### config.mk
export PLATFORM = sky130hd
export DESIGN_NAME = pll_reconfig_seq_flat
export DESIGN_NICKNAME = d
export VERILOG_FILES = /design/src/rtl/pll_reconfig_seq_if.sv /design/src/rtl/pll_reconfig_seq.sv /design/src/flat_wrapper.sv
export SDC_FILE = /design/constraint.sdc
export NUM_CORES = 1
export LEC_CHECK = 0
export ABC_CLOCK_PERIOD_IN_PS = 2300
export BUFFER_PORTS_ARGS = -buffer_cell sky130_fd_sc_hd__buf_4
export CAP_MARGIN = 20
export CELL_PAD_IN_SITES_DETAIL_PLACEMENT = 0
export CELL_PAD_IN_SITES_GLOBAL_PLACEMENT = 2
export CORE_MARGIN = 2
export CORE_UTILIZATION = 31
export CTS_CLUSTER_SIZE = 28
export DETAILED_ROUTE_END_ITERATION = 10
export GPL_TIMING_DRIVEN = 0
export PLACE_DENSITY_LB_ADDON = 0.1
export SYNTH_ARGS = -nofsm -noshare
export SYNTH_HDL_FRONTEND = slang
export SYNTH_SLANG_ARGS = --single-unit
### constraint.sdc
create_clock -name clk -period 2.3 [get_ports clk]
set_input_delay 0.23 -clock clk [delete_from_list [all_inputs] [get_ports clk]]
set_output_delay 0.23 -clock clk [all_outputs]
set_load 0.1 [all_outputs]
### src/rtl/pll_reconfig_seq_if.sv
// Avalon-MM management bus between the reconfig sequencer and pll_cfg.
// The master drives write/address/data; the slave answers with waitrequest.
interface pll_reconfig_seq_if;
    logic        mgmt_waitrequest;
    logic        mgmt_write;
    logic [5:0]  mgmt_address;
    logic [31:0] mgmt_writedata;

    modport master (
        input  mgmt_waitrequest,
        output mgmt_write,
        output mgmt_address,
        output mgmt_writedata
    );

    modport slave (
        output mgmt_waitrequest,
        input  mgmt_write,
        input  mgmt_address,
        input  mgmt_writedata
    );
endinterface

### src/rtl/pll_reconfig_seq.sv
// PLL reconfiguration sequencer: picks native/underclock/bootleg timing and
// writes mode -> fractional-K -> start into pll_cfg over Avalon-MM.
module pll_reconfig_seq #(
    parameter logic [31:0] FRAC_NATIVE   = 32'd3639383488,
    parameter logic [31:0] FRAC_UNDER    = 32'd2977614927,
    parameter logic [31:0] FRAC_BOOT     = 32'd2748778984,
    parameter int          STABLE_CYCLES = 2,
    parameter int          GAP_CYCLES    = 3
) (
    input  logic                     clk,
    input  logic                     reset,
    input  logic                     underclock,
    input  logic                     bootleg,
    pll_reconfig_seq_if.master       mgmt,
    output logic                     busy,
    output logic                     done,
    output logic [1:0]               applied_mode
);

    localparam logic [3:0] STB_LAST = 4'(STABLE_CYCLES - 1);
    localparam logic [3:0] GAP_LAST = 4'(GAP_CYCLES);

    typedef enum logic [2:0] {
        S_IDLE,
        S_WR_MODE,
        S_GAP_A,
        S_WR_FRAC,
        S_GAP_B,
        S_WR_START,
        S_FIN
    } state_t;

    logic [1:0]      w_raw;
    logic [1:0]      r_s1;
    logic [1:0]      r_s2;
    logic [1:0]      r_filt;
    logic [1:0][3:0] r_cnt;
    logic [1:0]      w_target;

    state_t          r_state, w_state_n;
    logic [1:0]      r_seq, w_seq_n;
    logic [3:0]      r_gap, w_gap_n;
    logic            r_write, w_write_n;
    logic [5:0]      r_addr, w_addr_n;
    logic [31:0]     r_data, w_data_n;
    logic            r_busy, w_busy_n;
    logic            r_done, w_done_n;
    logic [1:0]      r_applied, w_applied_n;

    assign w_raw = {bootleg, underclock};

    // A mismatch between the two sync stages means the next sample changes
    always_ff @(posedge clk) begin
        if (reset) begin
            r_s1   <= '0;
            r_s2   <= '0;
            r_filt <= '0;
            r_cnt  <= '0;
        end else begin
            r_s1 <= w_raw;
            r_s2 <= r_s1;
            for (int i = 0; i < 2; i++) begin
                if (r_s1[i] != r_s2[i])
                    r_cnt[i] <= '0;
                else if (r_cnt[i] != STB_LAST)
                    r_cnt[i] <= r_cnt[i] + 4'd1;
                if (r_cnt[i] == STB_LAST)
                    r_filt[i] <= r_s2[i];
            end
        end
    end

    assign w_target = r_filt[1] ? 2'd2 :
                      r_filt[0] ? 2'd1 : 2'd0;

    function automatic logic [31:0] frac_of(input logic [1:0] m);
        case (m)
            2'd1:    frac_of = FRAC_UNDER;
            2'd2:    frac_of = FRAC_BOOT;
            default: frac_of = FRAC_NATIVE;
        endcase
    endfunction

    always_comb begin
        w_state_n   = r_state;
        w_seq_n     = r_seq;
        w_gap_n     = r_gap;
        w_write_n   = 1'b0;
        w_addr_n    = r_addr;
        w_data_n    = r_data;
        w_busy_n    = r_busy;
        w_done_n    = 1'b0;
        w_applied_n = r_applied;
        unique case (r_state)
            S_IDLE: begin
                if (w_target != r_applied) begin
                    w_seq_n   = w_target;
                    w_busy_n  = 1'b1;
                    w_state_n = S_WR_MODE;
                end
            end
            S_WR_MODE: begin
                if (!mgmt.mgmt_waitrequest) begin
                    w_write_n = 1'b1;
                    w_addr_n  = 6'd0;
                    w_data_n  = 32'd0;
                    w_gap_n   = '0;
                    w_state_n = S_GAP_A;
                end
            end
            S_GAP_A: begin
                if (r_gap == GAP_LAST)
                    w_state_n = S_WR_FRAC;
                else
                    w_gap_n = r_gap + 4'd1;
            end
            S_WR_FRAC: begin
                if (!mgmt.mgmt_waitrequest) begin
                    w_write_n = 1'b1;
                    w_addr_n  = 6'd7;
                    w_data_n  = frac_of(r_seq);
                    w_gap_n   = '0;
                    w_state_n = S_GAP_B;
                end
            end
            S_GAP_B: begin
                if (r_gap == GAP_LAST)
                    w_state_n = S_WR_START;
                else
                    w_gap_n = r_gap + 4'd1;
            end
            S_WR_START: begin
                if (!mgmt.mgmt_waitrequest) begin
                    w_write_n = 1'b1;
                    w_addr_n  = 6'd2;
                    w_data_n  = 32'd0;
                    w_state_n = S_FIN;
                end
            end
            S_FIN: begin
                w_applied_n = r_seq;
                w_done_n    = 1'b1;
                w_busy_n    = 1'b0;
                w_state_n   = S_IDLE;
            end
            default: w_state_n = S_IDLE;
        endcase
    end

    always_ff @(posedge clk) begin
        if (reset) begin
            r_state   <= S_IDLE;
            r_seq     <= '0;
            r_gap     <= '0;
            r_write   <= 1'b0;
            r_addr    <= '0;
            r_data    <= '0;
            r_busy    <= 1'b0;
            r_done    <= 1'b0;
            r_applied <= '0;
        end else begin
            r_state   <= w_state_n;
            r_seq     <= w_seq_n;
            r_gap     <= w_gap_n;
            r_write   <= w_write_n;
            r_addr    <= w_addr_n;
            r_data    <= w_data_n;
            r_busy    <= w_busy_n;
            r_done    <= w_done_n;
            r_applied <= w_applied_n;
        end
    end

    assign mgmt.mgmt_write     = r_write;
    assign mgmt.mgmt_address   = r_addr;
    assign mgmt.mgmt_writedata = r_data;
    assign busy                = r_busy;
    assign done                = r_done;
    assign applied_mode        = r_applied;

endmodule

### src/flat_wrapper.sv
// flat-port wrapper written by rule: the top's interface ports become plain ports
module pll_reconfig_seq_flat 
#(
    parameter logic [31:0] FRAC_NATIVE   = 32'd3639383488,
    parameter logic [31:0] FRAC_UNDER    = 32'd2977614927,
    parameter logic [31:0] FRAC_BOOT     = 32'd2748778984,
    parameter int          STABLE_CYCLES = 2,
    parameter int          GAP_CYCLES    = 3
)
  (clk, reset, underclock, bootleg, busy, done, applied_mode, mgmt_mgmt_waitrequest, mgmt_mgmt_write, mgmt_mgmt_address, mgmt_mgmt_writedata);
  pll_reconfig_seq_if mgmt_i ();
  input  logic clk;
  input  logic reset;
  input  logic underclock;
  input  logic bootleg;
  output logic busy;
  output logic done;
  output logic [1:0] applied_mode;
  input wire logic [$bits(mgmt_i.mgmt_waitrequest)-1:0] mgmt_mgmt_waitrequest;
  output wire logic [$bits(mgmt_i.mgmt_write)-1:0] mgmt_mgmt_write;
  output wire logic [$bits(mgmt_i.mgmt_address)-1:0] mgmt_mgmt_address;
  output wire logic [$bits(mgmt_i.mgmt_writedata)-1:0] mgmt_mgmt_writedata;
  assign mgmt_i.mgmt_waitrequest = mgmt_mgmt_waitrequest;
  assign mgmt_mgmt_write = mgmt_i.mgmt_write;
  assign mgmt_mgmt_address = mgmt_i.mgmt_address;
  assign mgmt_mgmt_writedata = mgmt_i.mgmt_writedata;
  pll_reconfig_seq #(.FRAC_NATIVE(FRAC_NATIVE), .FRAC_UNDER(FRAC_UNDER), .FRAC_BOOT(FRAC_BOOT), .STABLE_CYCLES(STABLE_CYCLES), .GAP_CYCLES(GAP_CYCLES)) u_core (.clk(clk), .reset(reset), .underclock(underclock), .bootleg(bootleg), .mgmt(mgmt_i), .busy(busy), .done(done), .applied_mode(applied_mode));
endmodule
## Word-level counts from Yosys, hierarchy flattened

Cells that the tools add are included.

| storage, ports and cells | value |
|---|---|
| flip-flop bits (word level) | 66 |
| output and inout bits | 43 |
| word-level logic and storage cells | 86 |

| operators by class | value |
|---|---|
| $add $sub $neg | 3 |
| equality and inequality tests | 25 |
| multiplexer cells | 24 |
| bitwise logic cells | 1 |
| reductions and logical operators | 18 |

Operators by type and width:

| operator | number |
|---|---|
| 32-bit two-way mux | 2 |
| 32-bit one-hot mux with 2 select lines | 1 |
| 31-bit one-hot mux with 2 select lines | 1 |
| 3-bit two-way mux | 6 |
| 6-bit two-way mux | 3 |
| 3-bit one-hot mux with 6 select lines | 1 |
| 6-bit one-hot mux with 3 select lines | 1 |
| 4-bit by 1-bit adder with 4-bit output (second input constant) | 3 |
| 2-bit != test (second input constant) | 6 |
| 2-bit OR reduction | 6 |
| 3-bit equality test (second input constant) | 3 |
| 4-bit by 1-bit equality test with 1-bit output (second input constant) | 2 |
| 4-bit two-way mux | 2 |
| 4-bit by 1-bit != test with 1-bit output (second input constant) | 2 |
| 4-bit one-hot mux with 2 select lines | 1 |
| 3-bit by 2-bit equality test with 1-bit output (second input constant) | 2 |
| 2-bit by 1-bit != test with 1-bit output (second input constant) | 3 |
| 3-bit AND reduction | 2 |
| 6-bit AND reduction | 1 |
| 2-bit nonzero test | 3 |
| 4-bit by 2-bit equality test with 1-bit output (second input constant) | 1 |
| 1-bit two-way mux | 4 |
| 2-bit AND reduction | 2 |
| 4-bit AND reduction | 1 |
| 11 further kinds | 12 |

## Longest topological paths before layout

Gate-level depths: netlist of run 1.

| logic depth | value |
|---|---|
| depth in word-level cells | 5 |
| depth in mapped cells | 7 |
| gate-level depth less buffers | 6 |

## Worst setup path before layout of run 1

Ideal clock, no wire load.

| timing path | value |
|---|---|
| path kind | reg2reg |
| from | reg u_core.r_applied[0] (netlist: u_core.applied_mode[0]) |
| to | reg u_core.r_state[0] |
| library setup time | 120 ps |
| data arrival time | 1,671 ps |
| data required time | 2,180 ps |
| slack | 509 ps |
| stages on the path, launching flop included | 5 |
| path buffers | 0 |
| path through | dfxtp_1 xor2_1 o31a_1 nor3_1 o21ai_1 |

| between the ends | value |
|---|---|
| cells in the longest elaborated chain, start to end | 3 |

Ends and longest elaborated chain:

| what | RTL line | RTL |
|---|---|---|
| start, declared | pll_reconfig_seq.sv:48 | `logic [1:0] r_applied, w_applied_n;` |
| start signal, assigned | pll_reconfig_seq.sv:170 | `r_applied <= w_applied_n;` |
| 2-bit != test | pll_reconfig_seq.sv:96 | `if (w_target != r_applied) begin` |
| 2-bit by 1-bit != test with 1-bit output (no source line) | - |  |
| 6-bit AND reduction (no source line) | - |  |
| end signal, assigned | pll_reconfig_seq.sv:162 | `r_state <= w_state_n;` |
| end, declared | pll_reconfig_seq.sv:40 | `state_t r_state, w_state_n;` |

Every way passes these cells.
A chain may end at the register's enable or synchronous reset.

## Worst setup path after layout of run 1

| timing path | value |
|---|---|
| from | reg u_core.r_state[0] |
| to | reg u_core.r_data[30] (netlist: u_core.mgmt.mgmt_writedata[30]) |

| between the ends | value |
|---|---|
| cells in the longest elaborated chain, start to end | 4 |

Ends and longest elaborated chain:

| what | RTL line | RTL |
|---|---|---|
| 3-bit by 1-bit equality test with 1-bit output or 3-bit equality test (tied branches) | pll_reconfig_seq.sv:94 | `unique case (r_state)` |
| 2-bit OR reduction (no source line) | - |  |
| 2-bit != test (no source line) or 2-bit nonzero test (tied branches) | - |  |
| 3-bit AND reduction (no source line) | - |  |
| end signal, assigned | pll_reconfig_seq.sv:167 | `r_data <= w_data_n;` |
| end, declared | pll_reconfig_seq.sv:45 | `logic [31:0] r_data, w_data_n;` |

Several ways; a longest one is shown, not always the timed one.

==> results.yml, run 1 <==
logic_synthesis:
  syn-cell-area_sq_um: 1840
  synth_xor_area_frac: 0.0421
  synth_top_area_share: 0.402
  yosysSeqAreaShare: 0.402
  synth_area_leaders: "dfxtp_1, buf_4, nor2_1"
  synth_area_per_cell_sq_um: 9.03
  yosysTopAreaCell: "dfxtp_1"
  ys_top_cells_by_count: "dfxtp_1, nor2_1, buf_4"
  syn_inst: 204
  synth_compound_area_frac: 0.113
  synth.distinct_cells: 41
  synth_edf_count: 0
  synth_top_family_by_area: "simple AND/OR/NAND/NOR gates"
  synth-simple-area-share: 0.195
  ys_async_sr_fraction: 0
  dominantRegCellSynth: "dfxtp_1"
  yosysWarnings: 0
  synth_fa_ha_area_frac: 0.0611
  synthMuxAreaShare: 0.0353
  ys_seq_elements: 37
  synth_most_common_cell: "dfxtp_1"
floorplanning:
  dieHeight_um: 81.1
  io_pins: 48
  core_area_sq_um: 5820
  rows: 28
  die-width_um: 81.1
  dieArea_sq_um: 6570
  start_util: 0.317
worst_setup_path:
  critPathSlowestCell: "dfxtp_1"
  cpLargestDelayFamily: "simple AND/OR/NAND/NOR gates"
  cp_cell_sequence: "buf_2 -> nor3b_2 -> and2_1 -> a22oi_1 -> nor2_1"
  cp.required_ps: 2520
  crit_buf_inv: 1
  crit_path_max_fanout: 10
  critPathKind: "reg -> reg"
  crit_path_start_kind: "flop"
  cp-end-kind: "flop"
  arrival_ps: 1640
  max_stage_delay_ps: 340
drt:
  dr.first_iter.drc_count: 47
  vias: 1392
  wl_per_cell_um: 10.5
  antenna_left: 0
  post-route-drc-count: 0
  vias_per_cell: 4.18
  first_pass_iters: 4
  wirelength_mm: 3.51
place:
  place_congestion: 0.698
  io_buffer_count: 40
  place_hpwl_mm: 2.63
  dpl.cell_count: 325
clocking:
  clk_latency_ps: 290
  cts.sinks: 37
  clkTransAtPathRegs_ps: 80
  numCtsBuffers: 5
  clock_path_buffers: 2
  holdBufCountCts: 0
  cts-root-buf: "clkbuf_8"
  post_cts_resized: 0
  post_cts_buffers: 0
  htreeDepth: 2
  cts_tree: "yes"
global_route:
  first_global_vias: 1256
  antenna_found_initial: 0
  grt_usage: 0.117
  grt_pass1_wl_mm: 5.92
  grt_max_degree: 13
  grt_remaining_overflow: 0
sta:
  max_freq_mhz: 701
  hold_violations: 0
  rsz0062_at_grt: "no"
  finalCritPeriodShare: 0.620
  finalSetupViolCount: 0
  worst_clock_skew_ps: 4.55
  slew_viol_final: 0
  fin_tns_setup_ps: 0
  fin_crit_ps: 1430
power_and_ir_drop:
  ir_drop_mv: 0.396
  p_switching_w: 0.000414
  clockPowerShare: 0.325
  powerDensity_nw_per_um2: 585
  comb_power_share: 0.170
  intPower_w: 0.000959
  p_seq_frac: 0.505
  p_leak_nw: 1.06
  switching_share: 0.302
layout:
  diodes: 0
  stdcell_count: 333
  fin_nets: 271
  drive_gt1_frac: 0.349
  syn2layout_area_growth_pct: 27.3
outcome:
  status: "complete, no violations"
min_path:
  hold_path.class: "in -> reg"
job:
  cap_violations: 0
[layout make-up]
cell class / instances / area [sq um]
Buffer: 38 / 256
Clock buffer: 5 / 68.8
Clock inverter: 3 / 17.5
Fill cell: 637 / 3470
Inverter: 5 / 18.8
Multi-Input combinational cell: 130 / 848
Sequential cell: 37 / 741
Tap cell: 75 / 93.8
Timing Repair Buffer: 40 / 300
[worst paths after layout]
path,start,end,slack [ps],cells past startpoint
setup reg to reg,u_core.r_state[0]$_SDFFE_PP0P_,u_core.mgmt.mgmt_writedata[30]$_SDFFE_PP0P_,870,5
setup / recovery,u_core.r_state[0]$_SDFFE_PP0P_,u_core.mgmt.mgmt_writedata[30]$_SDFFE_PP0P_,870,5
hold reg to reg,u_core.mgmt.mgmt_address[1]$_SDFFE_PP0P_,u_core.mgmt.mgmt_address[1]$_SDFFE_PP0P_,460,2
hold / removal,bootleg,u_core.r_s1[1]$_SDFF_PP0_,150,2
[layout by cell type (no fill, tap or decap), types with 3 or more instances in the layout]
master	Yosys	layout
buf_4	29	69
dfxtp_1	37	37
clkbuf_1	4	4
a22oi_1	4	4
nor2b_1	5	5
xor2_1	3	3
clkbuf_8	0	5
nand2b_1	7	7
ha_1	9	9
nand3_1	4	4
mux2_2	3	3
xnor2_1	4	4
conb_1	1	7
buf_2	4	4
nand3b_1	4	4
a2bb2oi_1	3	3
nand2_1	5	5
inv_1	5	5
a211oi_1	3	3
a21oi_1	11	11
nor2_1	33	33
[worst register-to-register path, delay by kind of cell, from the launching register on]
family	cells	cell delay (ps)
AO/OA/AOI/OAI	1	120
buffers and inverters	1	210
flip-flops	1	340
AND/OR/NAND/NOR	3	690
[kinds of logic after synthesis]
kind of cell,Yosys count
other cells,1
xor+xnor,8
mux,6
fa+ha+maj,9
buf+inv,43
flops,37
simple gates,70
compound gates,30
[layer usage]
layer,GRT usage,vias up,share of wire
met5,0,-,0
met4,0.0458,0,0.015
met3,0.0322,6,0.061
met2,0.182,35,0.42
met1,0.154,605,0.50
li1,-,746,-
[power groups by stage]
stage | registers (W) | logic, W | clock network (W)
final | 0.000693 | 0.000233 | 0.000446
after global placement | 0.000709 | 0.000236 | 0
after CTS | 0.000693 | 0.000237 | 0.000466
after global routing | 0.000698 | 0.000261 | 0.000493
after floorplan | 0.000722 | 0.000180 | 0
after detailed placement | 0.000708 | 0.000235 | 0
[sequential cells by signal, summed over array words and instances (netlist names)]
name                        count
u_core.r_state                  3
u_core.r_filt                   2
u_core.busy                     1
u_core.mgmt.mgmt_writedata      7
u_core.applied_mode             2
u_core.r_seq                    2
u_core.r_gap                    4
u_core.r_s2                     2
u_core.done                     1
u_core.r_cnt                    8
u_core.mgmt.mgmt_write          1
u_core.mgmt.mgmt_address        2
u_core.r_s1                     2
[stage by stage]
step	power [W]	setup slack [ps]	util	area (sq um)	hold slack [ps]
global route	0.00145	665	0.403	2340	165
finish	0.00137	874	0.403	2340	145
floorplan	0.000902	509	-	1860	358
detailed placement	0.000943	825	0.388	2260	447
CTS	0.00140	866	0.403	2340	143
global placement	0.000945	831	0.388	2260	444
(Power assumes the default switching activity.)
==> inputs of run 2 (changes only) <==
--- a/config.mk
+++ b/config.mk
@@ -5,7 +5,7 @@
 export SDC_FILE = /design/constraint.sdc
 export NUM_CORES = 1
 export LEC_CHECK = 0
-export ABC_CLOCK_PERIOD_IN_PS = 2300
+export ABC_CLOCK_PERIOD_IN_PS = 1500
 export BUFFER_PORTS_ARGS = -buffer_cell sky130_fd_sc_hd__buf_4
 export CAP_MARGIN = 20
 export CELL_PAD_IN_SITES_DETAIL_PLACEMENT = 0
==> constraint.sdc (replaced) <==
create_clock -name clk -period 1.5 [get_ports clk]
set_input_delay 0.15 -clock clk [delete_from_list [all_inputs] [get_ports clk]]
set_output_delay 0.15 -clock clk [all_outputs]
set_load 0.1 [all_outputs]
==> run 2 against run 1 <==
Effect of this change:
- critical path depth fell by 1
- clock-buffer cell count rose by 2
- sequential cell count did not move
- largest power group unchanged
- non-clock buffer count did not move
- hold slack worse by 72 ps
- combinational power is 55% higher
- maximum frequency is 4.3% higher
==> results.yml, run 2 (synthesis results as in run 1) <==
drt:
  wirelength_mm: 3.59
  dr.first_iter.drc_count: 27
  vias: 1397
  post-route-drc-count: 0
  antenna_left: 0
  wl_per_cell_um: 10.8
  vias_per_cell: 4.20
  first_pass_iters: 4
clocking:
  clock_path_buffers: 2
  htreeDepth: 2
  numCtsBuffers: 5
  clkTransAtPathRegs_ps: 70
  cts-root-buf: "clkbuf_8"
  holdBufCountCts: 0
  cts.sinks: 37
  clk_latency_ps: 280
  cts_tree: "yes"
layout:
  fin_nets: 271
  stdcell_area_sq_um: 2390
  final_common_cell: "buf_4"
  largest-register: "u_core.r_cnt"
  syn2layout_area_growth_pct: 29.7
  layout_common_cells: "buf_4, nor2_1, dfxtp_1, dfxtp_2, a21oi_1"
  diodes: 0
  drive_gt1_frac: 0.407
  largest_reg_flops: 8
worst_setup_path:
  cp_cell_sequence: "ha_1 -> a211oi_2 -> mux2_2 -> nor2_1"
  r2r_start: "u_core.r_gap[0]$_SDFFE_PP0P_"
  crit_path_start_kind: "flop"
  cp.required_ps: 1720
  crit_path_max_fanout: 4
  arrival_ps: 1590
  cp-end-kind: "flop"
  critPathKind: "reg -> reg"
  crit_start: "u_core.r_gap[0]$_SDFFE_PP0P_"
  crit_buf_inv: 0
  max_stage_delay_ps: 370
  cpLargestDelayFamily: "multiplexers"
  critPathSlowestCell: "mux2_2"
sta:
  fin_hold_ws_ps: 73.0
  slew_viol_final: 0
  fin_crit_ps: 1370
  finalSetupViolCount: 0
  hold_violations: 0
  relSlewSlack: 0.643
  rsz0062_at_grt: "no"
  max_freq_mhz: 731
  worst_clock_skew_ps: 3.96
  worstMarginPinSlew_ps: 535
  finalCritPeriodShare: 0.912
  fin_tns_setup_ps: 0
min_path:
  hp-start: "bootleg"
  hold_path.class: "in -> reg"
floorplanning:
  dieArea_sq_um: 6570
  io_pins: 48
  dieHeight_um: 81.1
  rows: 28
  die-width_um: 81.1
  start_util: 0.317
  core_area_sq_um: 5820
place:
  place_hpwl_mm: 2.70
  place_congestion: 0.715
  io_buffer_count: 40
  placed_area_sq_um: 2270
global_route:
  antenna_found_initial: 0
  grt_max_degree: 12
  grt_pass1_wl_mm: 5.84
  grt_usage: 0.116
  first_global_vias: 1270
  grt_remaining_overflow: 0
power_and_ir_drop:
  p_total_w: 0.00219
  p_leak_nw: 1.08
  powerDensity_nw_per_um2: 915
  ir_drop_mv: 0.346
outcome:
  status: "complete, no violations"
job:
  cap_violations: 0
==> run 2: cell types whose count changed in the layout (fill, tap and decap cells not counted) <==
cell / previous run / this run
clkinv_2: 2 / 1
clkinvlp_4: 1 / 0
or3b_1: 2 / 1
buf_4: 69 / 70
clkbuf_8: 5 / 7
or3b_4: 0 / 1
clkbuf_1: 4 / 3
nor3b_2: 1 / 0
and2_1: 1 / 0
nor3b_4: 0 / 1
dfxtp_2: 0 / 12
dfxtp_1: 37 / 25
and2_2: 0 / 1
==> run 2: per-layer routing <==
metal	global-route usage	up-vias	share of wire
met5	0	-	0
met4	0.0610	0	0.012
met1	0.145	619	0.49
li1	-	748	-
met2	0.184	26	0.45
met3	0.0300	4	0.048
==> run 2: worst paths after layout <==
path / slack (ps) / cells past startpoint / end
worst max-delay path: 130 / 4 / u_core.r_gap[0]$_SDFFE_PP0P_
worst min-delay path: 70 / 2 / u_core.r_s1[1]$_SDFF_PP0_
worst max register to register: 130 / 4 / u_core.r_gap[0]$_SDFFE_PP0P_
worst min register to register: 470 / 2 / u_core.mgmt.mgmt_address[1]$_SDFFE_PP0P_
==> run 2: area by class of cell <==
type | count | area, sq um
tap | 75 | 93.8
inverter | 5 | 18.8
clock buffer | 7 | 96.3
timing repair buffer | 41 | 308
buffer | 37 | 253
fill | 639 | 3430
sequential | 37 | 756
clock inverter | 1 | 5.00
multi-input combinational | 130 | 858
==> run 2: worst register-to-register path, stage by stage, from the launching register on <==
cell and delay [ps]:
dfxtp_1 340, ha_1 220, a211oi_2 310, mux2_2 370, nor2_1 70
==> run 2: metrics by stage <==
stage / util / worst slack [ps] / instances
floorplan: - / 64.5 / 210
finish: 0.411 / 133 / 333
global route: 0.411 / 1.92 / 333
CTS: 0.408 / 33.5 / 333
global placement: 0.390 / 65.6 / 325
detailed placement: 0.390 / 59.0 / 325
==> run 2: repair_timing <==
item | in CTS | in global routing
setup endpoints to repair | 0 | 14
setup buffers | 0 | 1
gates resized for setup | 0 | 5
==> run 2: power breakdown <==
| group | total [W] | internal (W) | leakage, nW | switching (W) |
|---|---|---|---|---|
| clock | 0.000760 | 0.000415 | 0.0542 | 0.000344 |
| sequential | 0.00107 | 0.00103 | 0.306 | 0.0000403 |
| combinational | 0.000360 | 0.000127 | 0.721 | 0.000232 |
| total | 0.00219 | 0.00157 | 1.08 | 0.000617 |
==> inputs of run 3 (changes only) <==
--- a/config.mk
+++ b/config.mk
@@ -16,6 +16,7 @@
 export DETAILED_ROUTE_END_ITERATION = 10
 export GPL_TIMING_DRIVEN = 0
 export PLACE_DENSITY_LB_ADDON = 0.1
+export REMOVE_ABC_BUFFERS = 1
 export SYNTH_ARGS = -nofsm -noshare
 export SYNTH_HDL_FRONTEND = slang
 export SYNTH_SLANG_ARGS = --single-unit
==> run 3 against run 2 <==
Effect of this change:
- cell count down 11%
- sequential cell count did not move
- critical path depth stayed put
- clock power grew 33%
- utilization down 4.2 points
- clock skew is 3.4 ps higher
- combinational power is 10% lower
- setup slack worse by 16 ps
- hold slack gained 0.70 ps
- via count is 5.7% lower
- clock-buffer cell count fell by 2
- critical path type unchanged
- largest cell class unchanged
- power is 10% higher
==> results.yml, run 3 (synthesis results as in run 1) <==
power_and_ir_drop:
  comb_power_share: 0.134
  clockPowerShare: 0.421
  p_leak_nw: 0.902
  p_switching_w: 0.000623
  p_seq_frac: 0.445
  ir_drop_mv: 0.318
  powerDensity_nw_per_um2: 1130
  intPower_w: 0.00179
  switching_share: 0.258
global_route:
  grt_usage: 0.117
  antenna_found_initial: 0
  grt_remaining_overflow: 0
  first_global_vias: 1251
  grt_max_degree: 32
  grt_pass1_wl_mm: 5.89
clocking:
  clk_latency_ps: 290
  cts-root-buf: "clkbuf_8"
  htreeDepth: 2
  holdBufCountCts: 0
  cts_tree: "yes"
  clock_path_buffers: 2
  post_cts_buffers: 0
  numCtsBuffers: 5
  cts.sinks: 37
  clkTransAtPathRegs_ps: 70
drt:
  dr.first_iter.drc_count: 55
  wl_per_cell_um: 11.8
  wl_met2_mm: 1.66
  vias: 1317
  vias_per_cell: 4.46
  post-route-drc-count: 0
  first_pass_iters: 4
  antenna_left: 0
  wl_met1_mm: 1.61
  met3_length_um: 184
  wirelength_mm: 3.49
  dr.max_layer_used: "met4"
floorplanning:
  core_area_sq_um: 5820
  dieArea_sq_um: 6570
  start_util: 0.317
  rows: 28
  dieHeight_um: 81.1
  die-width_um: 81.1
  io_pins: 48
sta:
  slew_viol_final: 0
  fin_crit_ps: 1380
  hold_violations: 0
  rsz0062_at_grt: "no"
  finalSetupViolCount: 0
  max_freq_mhz: 723
  finalCritPeriodShare: 0.922
  worst_clock_skew_ps: 7.33
  fin_hold_ws_ps: 73.7
min_path:
  hold_path.class: "in -> reg"
layout:
  drive_gt1_frac: 0.273
  stdcell_area_sq_um: 2140
  stdcell_count: 295
  largest-register: "u_core.r_cnt"
  syn2layout_area_growth_pct: 16.3
  diodes: 0
  final_common_cell: "buf_4"
  layout_common_cells: "buf_4, dfxtp_1, nor2_1, a21oi_1, ha_1"
  fill_cells: 626
  largest_reg_flops: 8
  post-route-util: 0.368
  fin_nets: 233
worst_setup_path:
  critPathKind: "reg -> reg"
  arrival_ps: 1610
  crit_path_max_fanout: 11
  cpLargestDelayFamily: "flip-flops"
  crit_path_start_kind: "flop"
  max_stage_delay_ps: 470
  crit_buf_inv: 0
  cp_cell_sequence: "xnor2_2 -> a211oi_2 -> mux2_2 -> nor2_1"
  cp-end-kind: "flop"
  critPathSlowestCell: "dfxtp_2"
  cp.required_ps: 1730
job:
  cap_violations: 0
place:
  io_buffer_count: 40
  place_hpwl_mm: 2.51
  dpl.cell_count: 287
  place_congestion: 0.692
  placed_area_sq_um: 2000
outcome:
  status: "complete, no violations"
[run 3: worst paths after layout]
| check | startpoint | end | slack, ps | cells past startpoint |
|---|---|---|---|---|
| worst max-delay path | u_core.r_state[2]$_SDFFE_PP0P_ | u_core.r_gap[0]$_SDFFE_PP0P_ | 120 | 4 |
| worst min-delay path | bootleg | u_core.r_s1[1]$_SDFF_PP0_ | 70 | 2 |
| worst max register to register | u_core.r_state[2]$_SDFFE_PP0P_ | u_core.r_gap[0]$_SDFFE_PP0P_ | 120 | 4 |
| worst min register to register | u_core.mgmt.mgmt_address[1]$_SDFFE_PP0P_ | u_core.mgmt.mgmt_address[1]$_SDFFE_PP0P_ | 470 | 2 |
[run 3: final cells by class]
cell class                      instances  area (sq um)  area share
Inverter                                5          18.8     0.00876
Sequential cell                        37           747       0.349
Timing Repair Buffer                   40           300       0.140
Tap cell                               75          93.8      0.0438
Clock inverter                          3          65.1      0.0304
Clock buffer                            5          68.8      0.0321
Multi-Input combinational cell        130           848       0.396
[run 3: power by group through the flow]
stage                     combinational, W  clock [W]  sequential (W)
after floorplan                   0.000231          0         0.00112
after global placement            0.000315          0         0.00109
after detailed placement          0.000327          0         0.00110
after CTS                         0.000328    0.00106         0.00108
after global routing              0.000359    0.00111         0.00108
final                             0.000323    0.00101         0.00107
[run 3: layer usage]
metal | track usage | vias up
li1 | - | 673
met1 | 0.140 | 605
met2 | 0.196 | 35
met3 | 0.0378 | 4
met4 | 0.0458 | 0
met5 | 0 | -
[run 3: per-stage QoR]
| step | power, W | worst slack (ps) | TNS (ps) |
|---|---|---|---|
| 6_report | 0.00241 | 117 | 0 |
| 3_5_place_dp | 0.00142 | -143 | -170 |
| 2_1_floorplan | 0.00135 | -3030 | -61450 |
| 3_3_place_gp | 0.00141 | -82.7 | -82.7 |
| 5_1_grt | 0.00255 | 1.85 | 0 |
| 4_1_cts | 0.00246 | 26.4 | 0 |
[run 3: what timing repair did]
item / CTS / global route
pin swaps: 0 / 1
endpoints found under the setup margin: 4 / 1
gates resized for setup: 3 / 1
